`src/rtl/dds_spi_writer.sv`:
```
// rtl/dds_spi_writer.sv - runtime DDS serial-port register writer with command buffer
//
// Accepts {instruction byte, 16/32/64-bit payload} write commands once the
// init sequencer has signalled completion, buffers them, and shifts each one
// out MSB-first on SDIO/SCLK inside a CSB-low frame, optionally followed by
// an IO_UPDATE strobe.
//
// Build option: DDS_WRITER_FIFO_EN
//   defined   - FIFO_DEPTH-entry command FIFO, cmd_ready = !full
//   undefined - single holding register, cmd_ready = !busy && !holding_valid
//
// Ports:
//   TenMHzExt      system clock (posedge)
//   reset_n        asynchronous active-low reset
//   init_end_flag  pulse from the init sequencer, arms the writer (sticky)
//   cmd_valid/cmd_ready, cmd_addr[7:0], cmd_data[63:0], cmd_len[1:0],
//   cmd_update     command handshake and fields
//   SDIO, SCLK, CSB, IO_UPDATE  DDS serial port
//   busy           FSM not idle
//   done           one-cycle pulse on the last gap cycle of a transaction
module dds_spi_writer #(
    parameter int FIFO_DEPTH = 4,
    parameter int CLK_DIV    = 1,
    parameter int UPDATE_LEN = 5,
    parameter int GAP_LEN    = 2
) (
    input  logic        TenMHzExt,
    input  logic        reset_n,
    input  logic        init_end_flag,
    input  logic        cmd_valid,
    output logic        cmd_ready,
    input  logic [7:0]  cmd_addr,
    input  logic [63:0] cmd_data,
    input  logic [1:0]  cmd_len,
    input  logic        cmd_update,
    output logic        SDIO,
    output logic        SCLK,
    output logic        CSB,
    output logic        IO_UPDATE,
    output logic        busy,
    output logic        done
);

    // Entry layout: {update, len[1:0], addr[7:0], data[63:0]}
    localparam int EW   = 75;
    localparam int PW   = $clog2(2 * CLK_DIV + 1);
    localparam int TMAX = (CLK_DIV > UPDATE_LEN)
                        ? ((CLK_DIV > GAP_LEN) ? CLK_DIV : GAP_LEN)
                        : ((UPDATE_LEN > GAP_LEN) ? UPDATE_LEN : GAP_LEN);
    localparam int TW   = $clog2(TMAX + 1);

    if (FIFO_DEPTH < 2 || FIFO_DEPTH > 16 || (FIFO_DEPTH & (FIFO_DEPTH - 1)) != 0
        || CLK_DIV < 1 || UPDATE_LEN < 1 || GAP_LEN < 1) begin : g_bad_params
        $error("dds_spi_writer: parameter out of range");
    end

    typedef enum logic [2:0] {
        S_IDLE,
        S_SHIFT,
        S_HOLD,
        S_UPDATE,
        S_GAP
    } state_t;

    state_t          state_q, state_d;
    logic [71:0]     shreg_q, shreg_d;
    logic [6:0]      bit_q, bit_d;
    logic [6:0]      last_q, last_d;
    logic [PW-1:0]   phase_q, phase_d;
    logic [TW-1:0]   tmr_q, tmr_d;
    logic            upd_q, upd_d;
    logic            armed_q;

    logic [EW-1:0]   cmd_entry;
    logic [EW-1:0]   head;
    logic            head_valid;
    logic            push;
    logic            pop;

    assign cmd_entry = {cmd_update, cmd_len, cmd_addr, cmd_data};
    assign push      = cmd_valid && cmd_ready;

`ifdef DDS_WRITER_FIFO_EN
    localparam int AW = $clog2(FIFO_DEPTH);

    logic [EW-1:0] mem_q [FIFO_DEPTH];
    logic [AW-1:0] wr_ptr_q, rd_ptr_q;
    logic [AW:0]   count_q;

    // Depth is a power of two, so the pointers wrap by natural overflow.
    assign cmd_ready  = (count_q != (AW + 1)'(FIFO_DEPTH));
    assign head_valid = (count_q != '0);
    assign head       = mem_q[rd_ptr_q];

    always_ff @(posedge TenMHzExt or negedge reset_n) begin
        if (!reset_n) begin
            wr_ptr_q <= '0;
            rd_ptr_q <= '0;
            count_q  <= '0;
        end else begin
            if (push) wr_ptr_q <= wr_ptr_q + 1'b1;
            if (pop)  rd_ptr_q <= rd_ptr_q + 1'b1;
            case ({push, pop})
                2'b10:   count_q <= count_q + 1'b1;
                2'b01:   count_q <= count_q - 1'b1;
                default: count_q <= count_q;
            endcase
        end
    end

    always_ff @(posedge TenMHzExt) begin
        if (push) mem_q[wr_ptr_q] <= cmd_entry;
    end
`else
    logic [EW-1:0] hold_q;
    logic          hold_valid_q;

    assign cmd_ready  = (state_q == S_IDLE) && !hold_valid_q;
    assign head_valid = hold_valid_q;
    assign head       = hold_q;

    always_ff @(posedge TenMHzExt or negedge reset_n) begin
        if (!reset_n) begin
            hold_q       <= '0;
            hold_valid_q <= 1'b0;
        end else if (push) begin
            hold_q       <= cmd_entry;
            hold_valid_q <= 1'b1;
        end else if (pop) begin
            hold_valid_q <= 1'b0;
        end
    end
`endif

    always_ff @(posedge TenMHzExt or negedge reset_n) begin
        if (!reset_n) begin
            state_q <= S_IDLE;
            shreg_q <= '0;
            bit_q   <= '0;
            last_q  <= '0;
            phase_q <= '0;
            tmr_q   <= '0;
            upd_q   <= 1'b0;
            armed_q <= 1'b0;
        end else begin
            state_q <= state_d;
            shreg_q <= shreg_d;
            bit_q   <= bit_d;
            last_q  <= last_d;
            phase_q <= phase_d;
            tmr_q   <= tmr_d;
            upd_q   <= upd_d;
            armed_q <= armed_q | init_end_flag;
        end
    end

    always_comb begin
        state_d = state_q;
        shreg_d = shreg_q;
        bit_d   = bit_q;
        last_d  = last_q;
        phase_d = phase_q;
        tmr_d   = tmr_q;
        upd_d   = upd_q;
        pop     = 1'b0;

        case (state_q)
            S_IDLE: begin
                if (armed_q && head_valid) begin
                    pop     = 1'b1;
                    upd_d   = head[74];
                    bit_d   = '0;
                    phase_d = '0;
                    state_d = S_SHIFT;
                    // Left-justify {addr, payload} so the MSB is always shreg[71].
                    case (head[73:72])
                        2'd0: begin
                            shreg_d = {head[71:64], head[15:0], 48'd0};
                            last_d  = 7'd23;
                        end
                        2'd1: begin
                            shreg_d = {head[71:64], head[31:0], 32'd0};
                            last_d  = 7'd39;
                        end
                        default: begin
                            shreg_d = head[71:0];
                            last_d  = 7'd71;
                        end
                    endcase
                end
            end
            S_SHIFT: begin
                // Shift at the end of the high phase so SDIO only moves while SCLK is low.
                if (phase_q == PW'(2 * CLK_DIV - 1)) begin
                    phase_d = '0;
                    if (bit_q == last_q) begin
                        tmr_d   = '0;
                        state_d = S_HOLD;
                    end else begin
                        bit_d   = bit_q + 1'b1;
                        shreg_d = {shreg_q[70:0], 1'b0};
                    end
                end else begin
                    phase_d = phase_q + 1'b1;
                end
            end
            S_HOLD: begin
                if (tmr_q == TW'(CLK_DIV - 1)) begin
                    tmr_d   = '0;
                    state_d = upd_q ? S_UPDATE : S_GAP;
                end else begin
                    tmr_d = tmr_q + 1'b1;
                end
            end
            S_UPDATE: begin
                if (tmr_q == TW'(UPDATE_LEN - 1)) begin
                    tmr_d   = '0;
                    state_d = S_GAP;
                end else begin
                    tmr_d = tmr_q + 1'b1;
                end
            end
            S_GAP: begin
                if (tmr_q == TW'(GAP_LEN - 1)) begin
                    tmr_d   = '0;
                    state_d = S_IDLE;
                end else begin
                    tmr_d = tmr_q + 1'b1;
                end
            end
            default: state_d = S_IDLE;
        endcase
    end

    assign CSB       = !((state_q == S_SHIFT) || (state_q == S_HOLD));
    assign SCLK      = (state_q == S_SHIFT) && (phase_q >= PW'(CLK_DIV));
    assign SDIO      = (state_q == S_SHIFT) && shreg_q[71];
    assign IO_UPDATE = (state_q == S_UPDATE);
    assign busy      = (state_q != S_IDLE);
    assign done      = (state_q == S_GAP) && (tmr_q == TW'(GAP_LEN - 1));

endmodule

```
`config.mk`:
```
export PLATFORM = sky130hd
export DESIGN_NAME = dds_spi_writer
export DESIGN_NICKNAME = d
export VERILOG_FILES = /design/src/rtl/dds_spi_writer.sv
export SDC_FILE = /design/constraint.sdc
export NUM_CORES = 1
export LEC_CHECK = 0
export BUFFER_PORTS_ARGS = -buffer_cell sky130_fd_sc_hd__buf_2
export CORE_MARGIN = 8
export CORE_UTILIZATION = 60
export CTS_BUF_LIST = sky130_fd_sc_hd__clkbuf_2 sky130_fd_sc_hd__clkbuf_4 sky130_fd_sc_hd__clkbuf_8
export CTS_CLUSTER_DIAMETER = 30
export DETAILED_ROUTE_END_ITERATION = 6
export PLACE_DENSITY = 0.81
export SLEW_MARGIN = 15
export SYNTH_ARGS = -nofsm -noshare
export SYNTH_HDL_FRONTEND = slang
export SYNTH_SLANG_ARGS = --single-unit
```
`constraint.sdc`:
```
create_clock -name TenMHzExt -period 4.4 [get_ports TenMHzExt]
set_clock_uncertainty 0.2 [all_clocks]
set_input_delay 0.88 -clock TenMHzExt [delete_from_list [all_inputs] [get_ports TenMHzExt]]
set_output_delay 0.88 -clock TenMHzExt [all_outputs]
set_load 0.02 [all_outputs]
```
[Yosys cells after proc, flatten, opt, wreduce, memory -nomap -nowiden]
Index checks and enable logic that the tools add are counted.
Word-level totals
  bits in registers: 172
  input bits: 79
  output and inout port bits: 7
  word-level logic and storage cells: 83
Cells by class
  add/sub/neg operators: 3
  order comparisons: 1
  equal/unequal tests: 16
  mux-type cells: 31
  bitwise gates (word level): 1
  reductions and logical operators: 21
Operators with widths (count)
  two-way mux 72 bit: 3
  one-hot mux 72 bit (2 select lines): 1
  one-hot mux 64 bit (2 select lines): 1
  two-way mux 3 bit: 12
  one-hot mux 7 bit (2 select lines): 2
  two-way mux 7 bit: 3
  one-hot mux 3 bit (5 select lines): 1
  one-hot mux 3 bit (4 select lines): 1
  != test 2 bit, second input constant: 5
  adder 7 x 1 -> 7 bit, second input constant: 1
  == test 7 bit: 1
  == test 3 x 1 -> 1 bit, second input constant: 2
  == test 3 x 2 -> 1 bit, second input constant: 2
  == test 3 bit, second input constant: 2
  logical AND 1 bit: 6
  logical NOT 3 bit: 2
  AND reduction 6 bit: 1
  == test 2 x 1 -> 1 bit, second input constant: 2
  two-way mux 1 bit: 4
  two-way mux 2 bit: 2
  != test 2 x 1 -> 1 bit, second input constant: 2
  one-hot mux 2 bit (2 select lines): 1
  AND reduction 2 bit: 2
  AND reduction 4 bit: 1
  other kinds (11): 13

[Longest topological paths before layout]
Gate-level depths: netlist of the first run.
  depth after elaboration: 5
  gate-level depth with buffers: 9
  gate-level depth less buffers: 7

[Worst setup path before layout of the first run]
No wires, ideal clock.
  path kind: register to output
  start: reg state_q[1]
  end: out SCLK
  arrival time: 1.457 ns
  required time: 3.320 ns
  path slack: 1.863 ns
  cell stages (with the launch flop): 7
  buffers on the path: 3
  path through: dfrtp_1 -> buf_2 -> nor2_4 -> nand2_1 -> clkbuf_1 -> clkbuf_1 -> nor2_1
Between the ends
  cells in the longest elaborated chain, start to end: 2
RTL lines
  start, declared: line 65  | state_t state_q, state_d;
  start signal, assigned: line 146  | state_q <= state_d;
  == test 3 x 1 -> 1 bit: line 236  | assign SCLK = (state_q == S_SHIFT) && (phase_q >= PW'(CLK_DIV));
  logical AND 1 bit: line 236
  end, declared: line 37  | output logic SCLK,
Every way passes these cells.

[Final worst setup path of the first run]
  start: reg state_q[2]
  end: reg shreg_q[69]
Between the ends
  cells in the longest elaborated chain, start to end: 3
  elaborated cells between the ends (all ways): 8
  classes of those cells: eq/ne (4); mux (1); reduce/logical (3)
RTL lines
  == test 3 x 1 -> 1 bit / logical NOT 3 bit (equally long branches): line 167  | case (state_q)
  != test 2 bit (no source line), or another cell as far along
  AND reduction 4 bit (no source line)
  end signal, assigned: line 147  | shreg_q <= shreg_d;
  end, declared: line 66  | logic [71:0] shreg_q, shreg_d;
Several ways; a longest one is shown, not always the timed one.
A chain may end at the register's enable or synchronous reset.

==> results of run 1 <==
## registers in the layout, summed over array words and instances (netlist names), 2 cells and up
| signal | count |
|---|---|
| state_q | 3 |
| phase_q | 2 |
| last_q | 4 |
| head | 75 |
| bit_q | 7 |
| tmr_q | 3 |
| shreg_q | 72 |
## where the power goes
group | switching (mW) | total, mW | internal [mW]
sequential | 0.621 | 2.95 | 2.33
combinational | 1.63 | 2.85 | 1.22
clock | 0.581 | 1.14 | 0.556
## placed cells by master (no fill, tap or decap), types with 2 or more instances in the layout
cell type	instances
inv_1	3
inv_6	3
clkinv_2	2
nor2_1	65
clkbuf_8	20
clkinv_4	4
nand2_1	127
a221o_1	17
buf_2	84
dfrtp_1	168
and3_1	4
bufinv_16	2
o21ai_0	62
mux2i_1	18
nand3_1	37
o31ai_1	4
nand2b_1	6
a21oi_1	3
xnor2_1	2
nor2b_1	4
xor2_1	2
ha_1	5
buf_4	9
a31oi_1	55
and2_1	3
mux2_2	79
nand3b_1	2
## logic make-up after synthesis
group,share of synthesized area
mux,0.1377
simple gates,0.1431
fa+ha+maj,0.008055
compound gates,0.1212
flops,0.5445
buf+inv,0.04092
xor+xnor,0.004512
## routing by layer
layer | vias up | global-route usage | part of all wire | wire length (um)
met5 | - | 0 | 0 | 0
met2 | 248 | 0.3590 | 0.49 | 8651
met4 | 0 | 0.08128 | 0.018 | 318
met3 | 33 | 0.05916 | 0.067 | 1184
li1 | 2733 | - | - | -
met1 | 2926 | 0.2839 | 0.42 | 7466
## Yosys cell counts, types with 2 or more instances
cell        n  area [um2]
inv_1       3       11.26
xor2_1      2       17.52
nor2_1     65       244.0
a221o_1    17       170.2
a21oi_1     3       15.01
mux2_2     79       889.6
buf_2      17       85.08
clkbuf_1   29       108.9
dfrtp_1   169        4229
nor3_1      2       10.01
o21ai_0    62       310.3
a31oi_1    55       344.1
nand3_1    37       185.2
and2_1      3       18.77
o31ai_1     4       30.03
and3_1      4       25.02
xnor2_1     2       17.52
mux2i_1    18       180.2
buf_6       8       90.09
nor2b_1     4       25.02
ha_1        5       62.56
nand3b_1    2       15.01
buf_4       2       15.01
nand2b_1    6       37.54
nand2_1   129       484.2
## final cells by class
cell class | instances | area (um2)
Sequential cell | 169 | 4230
Fill cell | 949 | 3966
Multi-Input combinational cell | 515 | 3244
Timing Repair Buffer | 96 | 534.3
Clock buffer | 20 | 275.3
Tap cell | 172 | 215.2
Clock inverter | 12 | 138.9
Inverter | 4 | 15.01
## how the worst max path moves through the flow
stage / start / to / slack [ps]
detailed placement: state_q[2]$_DFFE_PN0P_ / shreg_q[69]$_DFFE_PN0P_ / 1500
global route: state_q[0]$_DFFE_PN0P_ / shreg_q[54]$_DFFE_PN0P_ / 1240
global placement: state_q[1]$_DFFE_PN0P_ / bit_q[3]$_DFFE_PN0P_ / 1620
floorplan: state_q[1]$_DFFE_PN0P_ / SCLK / 1860
CTS: state_q[0]$_DFFE_PN0P_ / shreg_q[69]$_DFFE_PN0P_ / 1490
finish: state_q[2]$_DFFE_PN0P_ / shreg_q[69]$_DFFE_PN0P_ / 1480
## critical path, cell delays in order, from the launching register on
cell and delay (ps):
dfrtp_1 520, nor2_4 200, a21boi_1 360, o31a_2 880, buf_4 420, nor2_1 100
a31oi_1 160
==> flow_metrics.env, run 1 <==
export IMPL_period_share=0.6633
export IMPL_drive_gt1_frac=0.2672
export IMPL_ir_drop_uv=433.3
export IMPL_routed_wl_um=17620
export IMPL_ys_seq_elements=169
export IMPL_synthArstFlopShare=1.000
export IMPL_finalNonFillerCells=988
export IMPL_clkSlewWorstSetupHoldPaths_ps=80
export IMPL_r2r_end="shreg_q[69]$_DFFE_PN0P_"
export IMPL_cts_tree="yes"
export IMPL_track_usage=0.2223
export IMPL_final_min_clock_period_ps=2918
export IMPL_port_buffers=85
export IMPL_cts_setup_buffers=0
export IMPL_start_kind="flop"
export IMPL_drtAntennaViolNets=0
export IMPL_cp_data_required_time_ps=4590
export IMPL_drc=1
export IMPL_vias=5940
export IMPL_ios=86
export IMPL_fmax_ghz=0.3426
export IMPL_synth_avg_cell_area_um2=10.42
export IMPL_slew_headroom=0.3402
export IMPL_tns_ps=0
export IMPL_final_area_um2=8653
export IMPL_firstDrtPassIters=7
export IMPL_clock_path_buffers=2
export IMPL_tightest_slew_ps=989.7
export IMPL_crit_type="flop to flop"
export IMPL_diodes=0
export IMPL_vias_per_cell=6.012
export IMPL_final_setup_worst_slack_ps=1482
export IMPL_violations="design-rule violations"
export IMPL_placed_area_um2=8224
export IMPL_pwr_density_cell_nw_per_um2=802.0
export IMPL_rrSetupSlack_ps=1480
export IMPL_grt_max_degree=93
export IMPL_wl_per_cell_um=17.83
export IMPL_synth_edff_count=0
export IMPL_holdBufCountCts=0
export IMPL_seq_area_frac_synth=0.5445
export IMPL_num_rows=41
export IMPL_synth_cell_types=43
export IMPL_drv_cap=0
export IMPL_worstPathArrival_ps=3110
export IMPL_detailed_place_hpwl_um=11750
export IMPL_total_power_mw=6.940
export IMPL_htreeDepth=4
export IMPL_r2r_start="state_q[2]$_DFFE_PN0P_"
export IMPL_grt_pass1_vias=5921
export IMPL_critPathCaptureType="flop"
export IMPL_syn_to_final_growth_pct=11.42
export IMPL_finalNetCount=887
export IMPL_grt_ovfl_total=0
export IMPL_p_leak_nw=3.900
export IMPL_cts_sinks=169
export IMPL_syn_area_um2=7766
export IMPL_numCtsBuffers=17
export IMPL_ys_warn_count=0
export IMPL_cts_resized=0
export IMPL_design_die_area_um2=16840
export IMPL_place_ws_ps=1502
export IMPL_dieWidth_um=129.8
export IMPL_cts_root_buf="clkbuf_8"
export IMPL_synth_fp_nets=829
export IMPL_hold_slack_ps=267.9
export IMPL_drtIter0Drc=615
export IMPL_dp_cells=955
export IMPL_gp_congestion=0.8382
export IMPL_syn_inst=745
export IMPL_dominantRegCellSynth="dfrtp_1"
export IMPL_finalSetupViolCount=0
export IMPL_hp_class="primary input to async pin"
export IMPL_rsz0062_at_grt="no"
export IMPL_antenna_found_initial=0
export IMPL_core_area_um2=12620
export IMPL_start_util=0.6154
export IMPL_fp_dieH_um=129.8
export IMPL_slew_violations=0
export IMPL_reg2regPathDepth=6
export IMPL_grt_first_pass_wirelength_um=29440
export IMPL_status="finished, violations left"
export IMPL_clock_latency_ps=470
export IMPL_hold_viol_final=0
export IMPL_finish_utilization=0.6857
export IMPL_worst_path_max_fanout=56
Note: power is estimated with default switching activity, not from simulation.
==> inputs of run 2 (changes only) <==
- ABC_AREA: default -> 1
- clock period: 4.4 -> 2.8 ns (I/O delays scaled with it)
==> run 2 against run 1 <==
Compared with the run above: the flow now finishes without violations; sequential share of layout area shrank 2.4 points; area after synthesis grew 5.9%; count of clock-buffer cells in the layout shrank 3; critical endpoint is now CSB; sequential power grew 37%; largest power group is now combinational logic; synthesized cell count grew 43%; combinational power grew 100%; critical path type is now flop to output port; hold slack lost 180 ps; sequential cell count is the same; clock power grew 54%.
==> flow_metrics.env, run 2 <==
export IMPL_status="finished, final reports clean"
export IMPL_seq_area_frac_synth=0.5142
export IMPL_fp_dieH_um=133.1
export IMPL_final_min_clock_period_ps=2563
export IMPL_ir_drop_uv=1020
export IMPL_cts_tree="yes"
export IMPL_synth_edff_count=0
export IMPL_core_area_um2=13300
export IMPL_gp_congestion=0.8289
export IMPL_vias_per_cell=5.413
export IMPL_clock_path_buffers=2
export IMPL_fmax_ghz=0.3901
export IMPL_tns_ps=0
export IMPL_grt_pass1_vias=6548
export IMPL_finalNonFillerCells=1312
export IMPL_track_usage=0.2238
export IMPL_worstPathArrival_ps=1800
export IMPL_start_kind="flop"
export IMPL_final_area_um2=9100
export IMPL_finalSetupViolCount=0
export IMPL_met2_usage=0.3452
export IMPL_synth_fp_nets=1148
export IMPL_dominantRegCellSynth="dfrtp_1"
export IMPL_drtAntennaViolNets=0
export IMPL_post_synth_top_area_cell="dfrtp_1"
export IMPL_final_common_cell="nand2_1"
export IMPL_final_setup_worst_slack_ps=236.6
export IMPL_slew_headroom=0.4326
export IMPL_start_util=0.6186
export IMPL_synth_area_leaders="dfrtp_1 51%, nand2_1 18%, nand3_1 5.4%"
export IMPL_diodes=0
export IMPL_htreeDepth=4
export IMPL_num_rows=42
export IMPL_synthArstFlopShare=1.000
export IMPL_grt_ovfl_total=0
export IMPL_finalNetCount=1208
export IMPL_largest_register_ffs=75
export IMPL_detailed_place_hpwl_um=12530
export IMPL_cts_sinks=169
export IMPL_syn_area_um2=8224
export IMPL_ios=86
export IMPL_syn_to_final_growth_pct=10.65
export IMPL_drv_cap=0
export IMPL_hold_slack_ps=84.35
export IMPL_placed_area_um2=8696
export IMPL_p_leak_nw=4.764
export IMPL_crit_type="flop to output port"
export IMPL_clock_latency_ps=470
export IMPL_dp_cells=1280
export IMPL_final_cell_mix="397 x nand2_1, 169 x dfrtp_1, 89 x nand3_1, 86 x inv_1, 84 x buf_2"
export IMPL_cp_data_required_time_ps=2040
export IMPL_cts_root_buf="clkbuf_8"
export IMPL_wl_per_cell_um=14.63
export IMPL_drtIter0Drc=811
export IMPL_ys_warn_count=0
export IMPL_rsz0062_at_grt="no"
export IMPL_drc=0
export IMPL_dieWidth_um=133.1
export IMPL_ys_seq_elements=169
export IMPL_place_ws_ps=395.3
export IMPL_period_share=0.9155
export IMPL_firstDrtPassIters=5
export IMPL_port_buffers=85
export IMPL_hp_class="primary input to flop"
export IMPL_grt_max_degree=80
export IMPL_worst_path_max_fanout=68
export IMPL_syn_inst=1064
export IMPL_drive_gt1_frac=0.1347
export IMPL_clkSlewWorstSetupHoldPaths_ps=80
export IMPL_synthDominantCellAreaShare=0.5142
export IMPL_pwr_density_cell_nw_per_um2=1278
export IMPL_grt_first_pass_wirelength_um=32320
export IMPL_use_met3=0.04996
export IMPL_design_die_area_um2=17710
export IMPL_hold_viol_final=0
export IMPL_routed_wl_um=19200
export IMPL_grtUsageMet1=0.3037
export IMPL_numCtsBuffers=17
export IMPL_vias=7102
export IMPL_antenna_found_initial=0
export IMPL_critPathCaptureType="output port"
export IMPL_tightest_slew_ps=851.1
export IMPL_busiest_layer="met2"
export IMPL_synth_common_cells="397 x nand2_1, 169 x dfrtp_1, 89 x nand3_1, 86 x inv_1, 75 x o21ai_0"
export IMPL_slew_violations=0
export IMPL_synth_avg_cell_area_um2=7.729
export IMPL_synth_cell_types=33
export IMPL_synth_most_common_cell="nand2_1"
-- run 2: changes by cell type in the layout (fill, tap and decap cells not counted), sizes merged, moves of 18 or more --
cell	before	now
o22ai	0	32
o21ai	62	125
a31oi	55	1
mux2	79	0
nand3	37	90
mux2i	18	0
inv	7	95
nand2	129	403
-- run 2: critical path: stages, from the launching register on --
cell     delay (ps)
dfrtp_1         440
inv_2            80
nand3_2         100
buf_6           410
nand2_1         100
inv_1            60
buf_2           150
-- run 2: cell families after synthesis --
| family | count (synthesis) | share of synthesized area |
|---|---|---|
| AOI/OAI and AO/OA | 163 | 0.1047 |
| xor gates and xnor gates | 2 | 0.002130 |
| adders and majority gates | 5 | 0.007607 |
| buffers and inverters | 157 | 0.08748 |
| DFF | 169 | 0.5142 |
| and+or+nand+nor | 568 | 0.2839 |
-- run 2: path summary, 6_finish.rpt --
path,startpoint,end,slack (ps),depth (start not counted)
max,state_q[2]$_DFFE_PN0P_,CSB,240,6
min,cmd_addr[4],head[68]$_DFFE_PN0P_,80,3
max reg2reg,state_q[2]$_DFFE_PN0P_,shreg_q[37]$_DFFE_PN0P_,300,8
min reg2reg,shreg_q[9]$_DFFE_PN0P_,shreg_q[9]$_DFFE_PN0P_,280,2
max in group asynchronous,reset_n,tmr_q[0]$_DFFE_PN0P_,1210,3
min in group asynchronous,reset_n,head[54]$_DFFE_PN0P_,390,2
-- run 2: layer usage --
metal / vias up / wire [um] / part of all wire
li1: 3484 / - / -
met1: 3318 / 8826 / 0.46
met2: 269 / 8850 / 0.46
met3: 31 / 1112 / 0.058
met4: 0 / 407 / 0.021
met5: - / 0 / 0
-- run 2: final cells by class --
cell class / instances / area, um2
inverter: 95 / 361.6
timing repair buffer: 103 / 623.1
clock buffer: 17 / 234.0
sequential: 169 / 4229
clock inverter: 14 / 156.4
multi-input combinational: 738 / 3276
fill: 1093 / 4195
tap: 176 / 220.2
-- run 2: timing repair --
item / in CTS / in global routing
hold buffers: 1 / 0
resized for setup: 0 / 1
setup buffers: 0 / 0
setup endpoints to repair: 0 / 3
hold endpoints to repair: 50 / 0
-- run 2: power by group --
group	internal, mW	switching, mW
Clock	0.865	0.885
Sequential	3.55	0.501
Combinational	1.76	4.06
-- run 2: metrics by stage --
step | power (mW) | utilization
after floorplan | 8.504 | -
after global placement | 9.660 | 0.6541
after detailed placement | 9.834 | 0.6541
after CTS | 11.61 | 0.6842
after global routing | 12.58 | 0.6845
final | 11.63 | 0.6845
